==> src/rtl/serial_sub_pkg.sv <==
// ---------------------------------------------------------------------------
// serial_sub_pkg
//
// Shared definitions for the bit-serial subtractor:
//   - state_t        : FSM state encoding (IDLE / SHIFT / DONE)
//   - DEFAULT_WIDTH  : default operand/result width
//   - sat_pos_limit  : most-positive two's-complement value for a width
//   - sat_neg_limit  : most-negative two's-complement value for a width
//
// The saturation helpers return MAX_WIDTH-bit values; callers truncate to
// their own width, so any width up to MAX_WIDTH is supported.
// ---------------------------------------------------------------------------
package serial_sub_pkg;

   typedef enum logic [1:0] {
      IDLE  = 2'd0,
      SHIFT = 2'd1,
      DONE  = 2'd2
   } state_t;

   localparam int DEFAULT_WIDTH = 8;
   localparam int MAX_WIDTH     = 64;

   // 0111...1 : largest signed value representable in 'width' bits
   function automatic logic [MAX_WIDTH-1:0] sat_pos_limit(input int width);
      return (MAX_WIDTH'(1) << (width - 1)) - MAX_WIDTH'(1);
   endfunction

   // 1000...0 : smallest signed value representable in 'width' bits
   function automatic logic [MAX_WIDTH-1:0] sat_neg_limit(input int width);
      return MAX_WIDTH'(1) << (width - 1);
   endfunction

endpackage

==> src/rtl/serial_sub_bitcell.sv <==
// ---------------------------------------------------------------------------
// serial_sub_bitcell
//
// Combinational one-bit full subtractor, built as a full adder on a and ~b.
// A subtract chain starts with carry_in = 1, so that a + ~b + 1 = a - b.
//
// Ports:
//   a_i       in   minuend bit
//   b_i       in   subtrahend bit
//   carry_in  in   incoming carry (1 = no borrow pending)
//   d         out  difference bit
//   carry_out out  outgoing carry (0 = borrow out of this bit)
// ---------------------------------------------------------------------------
module serial_sub_bitcell
   import serial_sub_pkg::*;
(
   input  logic a_i,
   input  logic b_i,
   input  logic carry_in,
   output logic d,
   output logic carry_out
);

   logic b_inv;

   assign b_inv     = ~b_i;
   assign d         = a_i ^ b_inv ^ carry_in;
   assign carry_out = (a_i & b_inv) | (a_i & carry_in) | (b_inv & carry_in);

endmodule

==> src/rtl/serial_subtractor.sv <==
// ---------------------------------------------------------------------------
// serial_subtractor
//
// Bit-serial two's-complement subtractor: c = a - b, one bit per clock,
// LSB first. Operands are captured on start (in IDLE or DONE); WIDTH clocks
// later the result and flags are committed and done pulses for one cycle.
// Outputs hold their last committed values between operations.
//
// Ports:
//   clk       in   rising-edge clock
//   rst_n     in   synchronous active-low reset
//   start     in   operation request (ignored while busy)
//   a, b      in   minuend / subtrahend, captured on accepted start
//   busy      out  high while bits are being processed
//   done      out  one-cycle pulse when c and flags are updated
//   c         out  difference
//   negative  out  c[WIDTH-1]
//   zero      out  c == 0 (0 after reset: no result yet)
//   overflow  out  signed overflow of a - b
//   borrow    out  unsigned borrow (a < b)
//
// Build option:
//   SERIAL_SUB_SAT_EN  when defined, a signed overflow commits the
//                      saturated limit instead of the wrapped result.
// ---------------------------------------------------------------------------
module serial_subtractor
   import serial_sub_pkg::*;
#(
   parameter int WIDTH = DEFAULT_WIDTH
) (
   input  logic             clk,
   input  logic             rst_n,
   input  logic             start,
   input  logic [WIDTH-1:0] a,
   input  logic [WIDTH-1:0] b,
   output logic             busy,
   output logic             done,
   output logic [WIDTH-1:0] c,
   output logic             negative,
   output logic             zero,
   output logic             overflow,
   output logic             borrow
);

   localparam int              CNT_W    = $clog2(WIDTH);
   localparam logic [CNT_W-1:0] LAST_BIT = CNT_W'(WIDTH - 1);

`ifdef SERIAL_SUB_SAT_EN
   localparam logic [WIDTH-1:0] SAT_POS = WIDTH'(sat_pos_limit(WIDTH));
   localparam logic [WIDTH-1:0] SAT_NEG = WIDTH'(sat_neg_limit(WIDTH));
`endif

   state_t             state_q, state_d;
   logic [WIDTH-1:0]   a_sh_q, a_sh_d;
   logic [WIDTH-1:0]   b_sh_q, b_sh_d;
   logic               a_msb_q, a_msb_d;
   logic               b_msb_q, b_msb_d;
   logic               carry_q, carry_d;
   logic [CNT_W-1:0]   cnt_q, cnt_d;
   logic [WIDTH-2:0]   res_q, res_d;
   logic               busy_q, busy_d;
   logic               done_q, done_d;
   logic [WIDTH-1:0]   c_q, c_d;
   logic               negative_q, negative_d;
   logic               zero_q, zero_d;
   logic               overflow_q, overflow_d;
   logic               borrow_q, borrow_d;

   logic               bit_d;
   logic               bit_carry;
   logic [WIDTH-1:0]   res_full;
   logic               ovf_next;
   logic [WIDTH-1:0]   commit_c;

   serial_sub_bitcell u_bitcell (
      .a_i       (a_sh_q[0]),
      .b_i       (b_sh_q[0]),
      .carry_in  (carry_q),
      .d         (bit_d),
      .carry_out (bit_carry)
   );

   // Next-state logic. res_q only needs WIDTH-1 bits: the last difference
   // bit is combined with it directly at commit time.
   always_comb begin
      state_d    = state_q;
      a_sh_d     = a_sh_q;
      b_sh_d     = b_sh_q;
      a_msb_d    = a_msb_q;
      b_msb_d    = b_msb_q;
      carry_d    = carry_q;
      cnt_d      = cnt_q;
      res_d      = res_q;
      busy_d     = busy_q;
      done_d     = 1'b0;
      c_d        = c_q;
      negative_d = negative_q;
      zero_d     = zero_q;
      overflow_d = overflow_q;
      borrow_d   = borrow_q;

      res_full = {bit_d, res_q};
      ovf_next = (a_msb_q ^ b_msb_q) & (bit_d ^ a_msb_q);
      commit_c = res_full;
`ifdef SERIAL_SUB_SAT_EN
      if (ovf_next) begin
         commit_c = a_msb_q ? SAT_NEG : SAT_POS;
      end
`endif

      case (state_q)
         IDLE, DONE: begin
            if (start) begin
               a_sh_d  = a;
               b_sh_d  = b;
               a_msb_d = a[WIDTH-1];
               b_msb_d = b[WIDTH-1];
               carry_d = 1'b1;
               cnt_d   = '0;
               busy_d  = 1'b1;
               state_d = SHIFT;
            end else begin
               busy_d  = 1'b0;
               state_d = IDLE;
            end
         end

         SHIFT: begin
            a_sh_d  = a_sh_q >> 1;
            b_sh_d  = b_sh_q >> 1;
            carry_d = bit_carry;
            res_d   = (WIDTH-1)'(res_full >> 1);
            cnt_d   = cnt_q + CNT_W'(1);
            if (cnt_q == LAST_BIT) begin
               state_d    = DONE;
               busy_d     = 1'b0;
               done_d     = 1'b1;
               c_d        = commit_c;
               negative_d = commit_c[WIDTH-1];
               zero_d     = (commit_c == '0);
               overflow_d = ovf_next;
               borrow_d   = ~bit_carry;
            end
         end

         default: begin
            busy_d  = 1'b0;
            state_d = IDLE;
         end
      endcase
   end

   // State and output registers; reset discards any operation in flight.
   always_ff @(posedge clk) begin
      if (!rst_n) begin
         state_q    <= IDLE;
         a_sh_q     <= '0;
         b_sh_q     <= '0;
         a_msb_q    <= 1'b0;
         b_msb_q    <= 1'b0;
         carry_q    <= 1'b0;
         cnt_q      <= '0;
         res_q      <= '0;
         busy_q     <= 1'b0;
         done_q     <= 1'b0;
         c_q        <= '0;
         negative_q <= 1'b0;
         zero_q     <= 1'b0;
         overflow_q <= 1'b0;
         borrow_q   <= 1'b0;
      end else begin
         state_q    <= state_d;
         a_sh_q     <= a_sh_d;
         b_sh_q     <= b_sh_d;
         a_msb_q    <= a_msb_d;
         b_msb_q    <= b_msb_d;
         carry_q    <= carry_d;
         cnt_q      <= cnt_d;
         res_q      <= res_d;
         busy_q     <= busy_d;
         done_q     <= done_d;
         c_q        <= c_d;
         negative_q <= negative_d;
         zero_q     <= zero_d;
         overflow_q <= overflow_d;
         borrow_q   <= borrow_d;
      end
   end

   assign busy     = busy_q;
   assign done     = done_q;
   assign c        = c_q;
   assign negative = negative_q;
   assign zero     = zero_q;
   assign overflow = overflow_q;
   assign borrow   = borrow_q;

endmodule

==> config.mk <==
export PLATFORM = sky130hd
export DESIGN_NAME = serial_subtractor
export DESIGN_NICKNAME = d
export VERILOG_FILES = /design/src/rtl/serial_sub_pkg.sv /design/src/rtl/serial_sub_bitcell.sv /design/src/rtl/serial_subtractor.sv
export SDC_FILE = /design/constraint.sdc
export NUM_CORES = 1
export LEC_CHECK = 0
export BUFFER_PORTS_ARGS = -buffer_cell sky130_fd_sc_hd__buf_2
export CORE_ASPECT_RATIO = 0.75
export CORE_MARGIN = 2
export CORE_UTILIZATION = 58
export DETAILED_ROUTE_END_ITERATION = 12
export PLACE_DENSITY = 0.8
export SYNTH_ARGS = -nofsm -noshare
export SYNTH_HDL_FRONTEND = slang
export SYNTH_SLANG_ARGS = --single-unit
==> constraint.sdc <==
create_clock -name clk -period 3.9 [get_ports clk]
set_clock_uncertainty 0.1 [all_clocks]
set_input_delay 0.195 -clock clk [delete_from_list [all_inputs] [get_ports clk]]
set_output_delay 0.195 -clock clk [all_outputs]
set_load 0.1 [all_outputs]
# ---- Yosys cells after proc, flatten, opt, wreduce, memory -nomap -nowiden
# Index checks and enable logic that the tools add are counted.
dict set report totals {
  output_inout_bits 14
  wordCells 56
  in_bits 19
  regBits 45
}
dict set report classes {
  n_bitwise 12
  eq_ne 5
  mux 15
  n_addsub 1
  n_reduce_logical 8
}
# operator n
set ops {}
lappend ops {{$pmux 8 s2} 2}
lappend ops {{$mux 8} 2}
lappend ops {{$logic_not 8->1} 1}
lappend ops {{$reduce_and 2->1} 4}
lappend ops {{$pmux 3 s2} 1}
lappend ops {{$mux 1} 5}
lappend ops {{$and 1x1->1} 4}
lappend ops {{$ne 2x2->1 const B} 2}
lappend ops {{$pmux 1 s2} 2}
lappend ops {{$pmux 2 s2} 1}
lappend ops {{$xor 1x1->1} 4}
lappend ops {{$add 3x1->3 const B} 1}
lappend ops {{$eq 3x3->1 const B} 1}
lappend ops {{$mux 3} 1}
lappend ops {{$eq 2x1->1 const B} 1}
lappend ops {{$eq 2x2->1 const B} 1}
lappend ops {{$logic_not 2->1} 1}
lappend ops {{$mux 2} 1}
lappend ops {{$not 1->1} 2}
lappend ops {{$or 1x1->1} 2}
lappend ops {{$reduce_bool 2->1} 1}
lappend ops {{$reduce_or 2->1} 1}

# ---- Depth between registers and ports, before layout
dict set report logic_depth {
  depth_word 5
  ltp_mapped 6
  depth_no_buf 5
}

# ---- Hierarchy
# Synthesis repeated with hierarchy kept, for this count alone.
dict set report unflattened {
  cells_unflattened 202
  area_unflattened_um2 1801.7
}
# mod area_each_um2 n_inst cells_each seq_area_each_um2
set by_module_without_submodules {}
lappend by_module_without_submodules {serial_subtractor 1766.7 1 197 880.8}
lappend by_module_without_submodules {serial_sub_bitcell 35.0 1 5 0.0}

# ---- Worst setup path after synthesis
# Ideal clock, no wire load.
dict set report synth_path {
  path_kind {reg-to-output}
  startpoint {register c_q[7], in the netlist c[7]}
  endpoint {output port c[7]}
  path_slack_ns 2.232
  stages_incl_launch_ff 2
  required_ns 3.605
  t_arrival_ns 1.373
  path_buffers 1
  cell_sequence {dfxtp_1 > buf_4}
}
# item line_no
set synth_rtl {}
lappend synth_rtl {{from (decl)} serial_subtractor.sv:63} ;# logic [WIDTH-1:0] c_q, c_d;
lappend synth_rtl {{from (signal assigned)} serial_subtractor.sv:166} ;# c_q <= '0;
lappend synth_rtl {{from (signal assigned)} serial_subtractor.sv:182} ;# c_q <= c_d;
lappend synth_rtl {{to (decl)} serial_subtractor.sv:38} ;# output logic [WIDTH-1:0] c,
# No word-level cell between the ends.

# ---- Worst setup path in the final report
dict set report layout_path {
  startpoint {register state_q[1]}
  endpoint {register b_sh_q[4]}
}
dict set report layout_between {
  elab_chain_len 4
  elab_cells_between_ends 8
  classes_between {eq/ne (3); mux (1); reduce/logical (4)}
}
# item line_no
set layout_lines {}
lappend layout_lines {{from (decl)} serial_subtractor.sv:53} ;# state_t state_q, state_d;
lappend layout_lines {{from (signal assigned)} serial_subtractor.sv:172} ;# state_q <= state_d;
lappend layout_lines {{$eq 2x2->1 / $logic_not 2->1 (equally long branches)} serial_subtractor.sv:111} ;# case (state_q)
lappend layout_lines {{$reduce_or 2->1} serial_subtractor.sv:111}
lappend layout_lines {{$ne 2x2->1 (no source line) / $reduce_bool 2->1 (equally long branches)} --}
lappend layout_lines {{$reduce_and 2->1 (no source line)} --}
lappend layout_lines {{to (signal assigned)} serial_subtractor.sv:174} ;# b_sh_q <= b_sh_d;
lappend layout_lines {{to (decl)} serial_subtractor.sv:55} ;# logic [WIDTH-1:0] b_sh_q, b_sh_d;
# Parallel ways exist; a longest one is shown, timed or not.
# A chain may end at the register's enable or synchronous reset.

==> summary.txt <==
Outcome
  • Status: completed

Cells and area
  • # fillers: 228
  • Number of inserted diodes: 0
  • Fraction of layout cells with a size suffix above 1: 0.233
  • Final #Nets: 244
  • Area Growth Syn to Fin: 12.7%

Timing
  • Setup TNS Final: 0 ps
  • Maximum clock frequency: 540 MHz
  • Final setup viols: 0
  • RSZ-0062 raised after global routing: no
  • Pins Over Slew Limit: 0
  • Worst-Margin Slew: 1070 ps
  • Fin. Hold Viols: 0
  • Fin crit share: 0.475
  • Slew headroom: 0.285
  • Hold Slack: 61.1 ps
  • Min Tclk post-route: 1850 ps

Floorplan
  • Core area: 2910 sq um
  • Die Span Y: 51.7 microns
  • I/O pins: 33
  • DIE WIDTH: 67.6 microns
  • Rows: 17
  • Die Area: 3490 sq um
  • Starting Density: 0.603

Yosys
  • Area contributors post-synth: dfxtp_1 50%, nand2_1 7.9%, a21oi_1 7.4%, nor3_2 5.7%, nor3_1 4.8%
  • Syn Nets: 221
  • Post-synth EDFFs: 0
  • #FFs+latches synth: 44
  • Netlist cell types: 25
  • Post-synth top area share: 0.501
  • Ys flop type: dfxtp_1
  • Syn Area/Cell: 8.83 sq um
  • Area leader, netlist: dfxtp_1
  • Seq/Total Area, Yosys: 0.501
  • Asr flop ratio synth: 0
  • Mapped cell area: 1760 sq um
  • Synth warnings: 0
  • Cell count after synthesis: 199

Power and ir drop
  • Power after layout: 0.000970 W
  • Power per cell area: 490 nW/um^2
  • Worst VDD drop: 0.454 mV
  • Leak Pwr: 0.779 nW

Route
  • Drt first pass iters: 5
  • Routed WL: 3600 microns
  • Routed via count: 1476
  • Routed wire per std cell: 13.8 microns
  • Initial drt markers: 86
  • Antenna viol nets, final: 0
  • Residual DRC count: 0
  • Vias per cell: 5.66

Clocking
  • Post-CTS Setup Bufs: 0
  • Hold bufs inserted after CTS: 0
  • H-tree lvl count: 2
  • Clock Pin Slew Worst Setup and Hold Paths: 90 ps
  • CTS buffer count: 5
  • Clk buf depth: 2
  • Post-cts sizing count: 0
  • Root Driver: clkbuf_8
  • CTS tree: done
  • CTS Sinks: 44
  • Clock Latency Late Sink: 300 ps

Place
  • PortBufs: 32
  • GP Congestion: 0.710
  • Post-DP HPWL: 2390 microns

Worst setup path
  • Max stage delay on crit path: 830 ps
  • Critical Path Start Type: flip-flop
  • CP Max Fanout: 29
  • Slowest stage cell, crit path: nand2b_1
  • Crit-path cells: nand2b_1 -> o22ai_1 -> nor3_2
  • CP Data Required Time: 4020 ps
  • Worst Setup End Kind: flip-flop
  • Crit Path Class: flip-flop to flip-flop
  • Top Family by Delay on Critical Path: simple AND/OR/NAND/NOR gates
  • Worst path bufs/invs: 0
  • CP arrival: 1970 ps

GRT
  • Met3 Use GR: 0.0606
  • GRT Total Usage: 0.228
  • GR Overflow Total: 0
  • Vias in the first global route: 1258
  • Initial antenna violation count: 0
  • Grt met1 use: 0.285
  • Largest net degree at the start of global routing: 42
  • Most Crowded Layer GR: met2
  • First-pass GRT wire length: 5800 microns
  • GR Layer Usage met2: 0.373

Hold path
  • Worst Hold Class: primary input to flip-flop

Job
  • Maxcap violations: 0
-- metal layers --
metal / up-vias / share of wire
li1: 741 / -
met1: 694 / 0.44
met2: 36 / 0.50
met3: 5 / 0.051
met4: 0 / 0.0075
met5: - / 0
-- metrics by stage --
step	worst slack [ps]	util	cells	instance area [sq um]
after floorplan	2230	-	199	1760
after global placement	2220	0.638	253	1860
after detailed placement	2130	0.638	253	1860
after CTS	2080	0.680	261	1980
after global routing	1830	0.680	261	1980
final	2050	0.680	261	1980
-- path summary, 6_finish.rpt --
check        slack, ps        end  cells past startpoint  startpoint
min reg2reg        360       c[1]                      2        c[1]
max               2050  b_sh_q[4]                      3  state_q[1]
min                 60    carry_q                      3       rst_n
max reg2reg       2050  b_sh_q[4]                      3  state_q[1]
-- cell usage in the layout (no fill, tap or decap) --
cell type  netlist  routed
a211oi_1         1       1
a21oi_1         26      26
a31oi_1          1       1
and3b_1          1       1
buf_2            6      32
buf_4            6       2
bufinv_16        0       1
clkbuf_8         0       6
clkinv_4         0       1
dfxtp_1         44      44
fa_1             1       1
ha_1             2       2
inv_1            2       2
nand2_1         37      37
nand2b_1         3       3
nand3_1          6       6
nand3b_1         3       3
nor2_1           6       6
nor2b_1          2       2
nor3_1          17      17
nor3_2          10      10
nor4_1           2       2
o21a_1           1       1
o21ai_0          2       2
o221ai_1         1       1
o22ai_1         13      13
-- tightest hold or removal path: cells and delay by family --
kind	cells	cell delay (ps)
AO/OA/AOI/OAI	1	70
AND/OR/NAND/NOR	1	40
buffers and inverters	1	120
-- kinds of logic (layout without fill, tap and decap cells) --
kind of cell | Yosys count | count (layout) | share of synthesized area
flip-flops | 44 | 44 | 0.501
AO/OA/AOI/OAI | 45 | 45 | 0.143
AND/OR/NAND/NOR | 87 | 87 | 0.257
adder cells (fa/ha/maj) | 3 | 3 | 0.0256
buffers and inverters | 20 | 44 | 0.0726
-- cell type report --
type | instances | area (sq um) | share of cell area
flip-flops and latches | 44 | 881 | 0.445
clock inverters | 2 | 38.8 | 0.0196
well taps | 38 | 47.5 | 0.0240
multi-input cells | 135 | 748 | 0.378
repair buffers | 34 | 175 | 0.0884
clock buffers | 6 | 82.6 | 0.0417
inverters | 2 | 7.51 | 0.00379
-- synth_stat cells, drive strengths merged (2+ instances only) --
library cell,count
dfxtp,44
nand2,37
nor3,27
a21oi,26
buf,15
o22ai,13
nand3,6
nor2,6
clkbuf,3
nand2b,3
nand3b,3
ha,2
inv,2
nor2b,2
nor4,2
o21ai,2
-- report_power, final --
part	total [W]	switching (W)	internal, W	leakage [nW]
sequential	0.000487	0.0000144	0.000472	0.359
clock	0.000369	0.000160	0.000210	0.0614
combinational	0.000114	0.0000710	0.0000430	0.358
total	0.000970	0.000245	0.000725	0.779
-- flip-flops by register name, summed over array words and instances (netlist names), 2 cells and up --
| name | count |
|---|---|
| cnt_q | 3 |
| state_q | 2 |
| a_sh_q | 8 |
| b_sh_q | 8 |
| c | 8 |
| res_q | 7 |
Power figures use the tool's default switching activity.
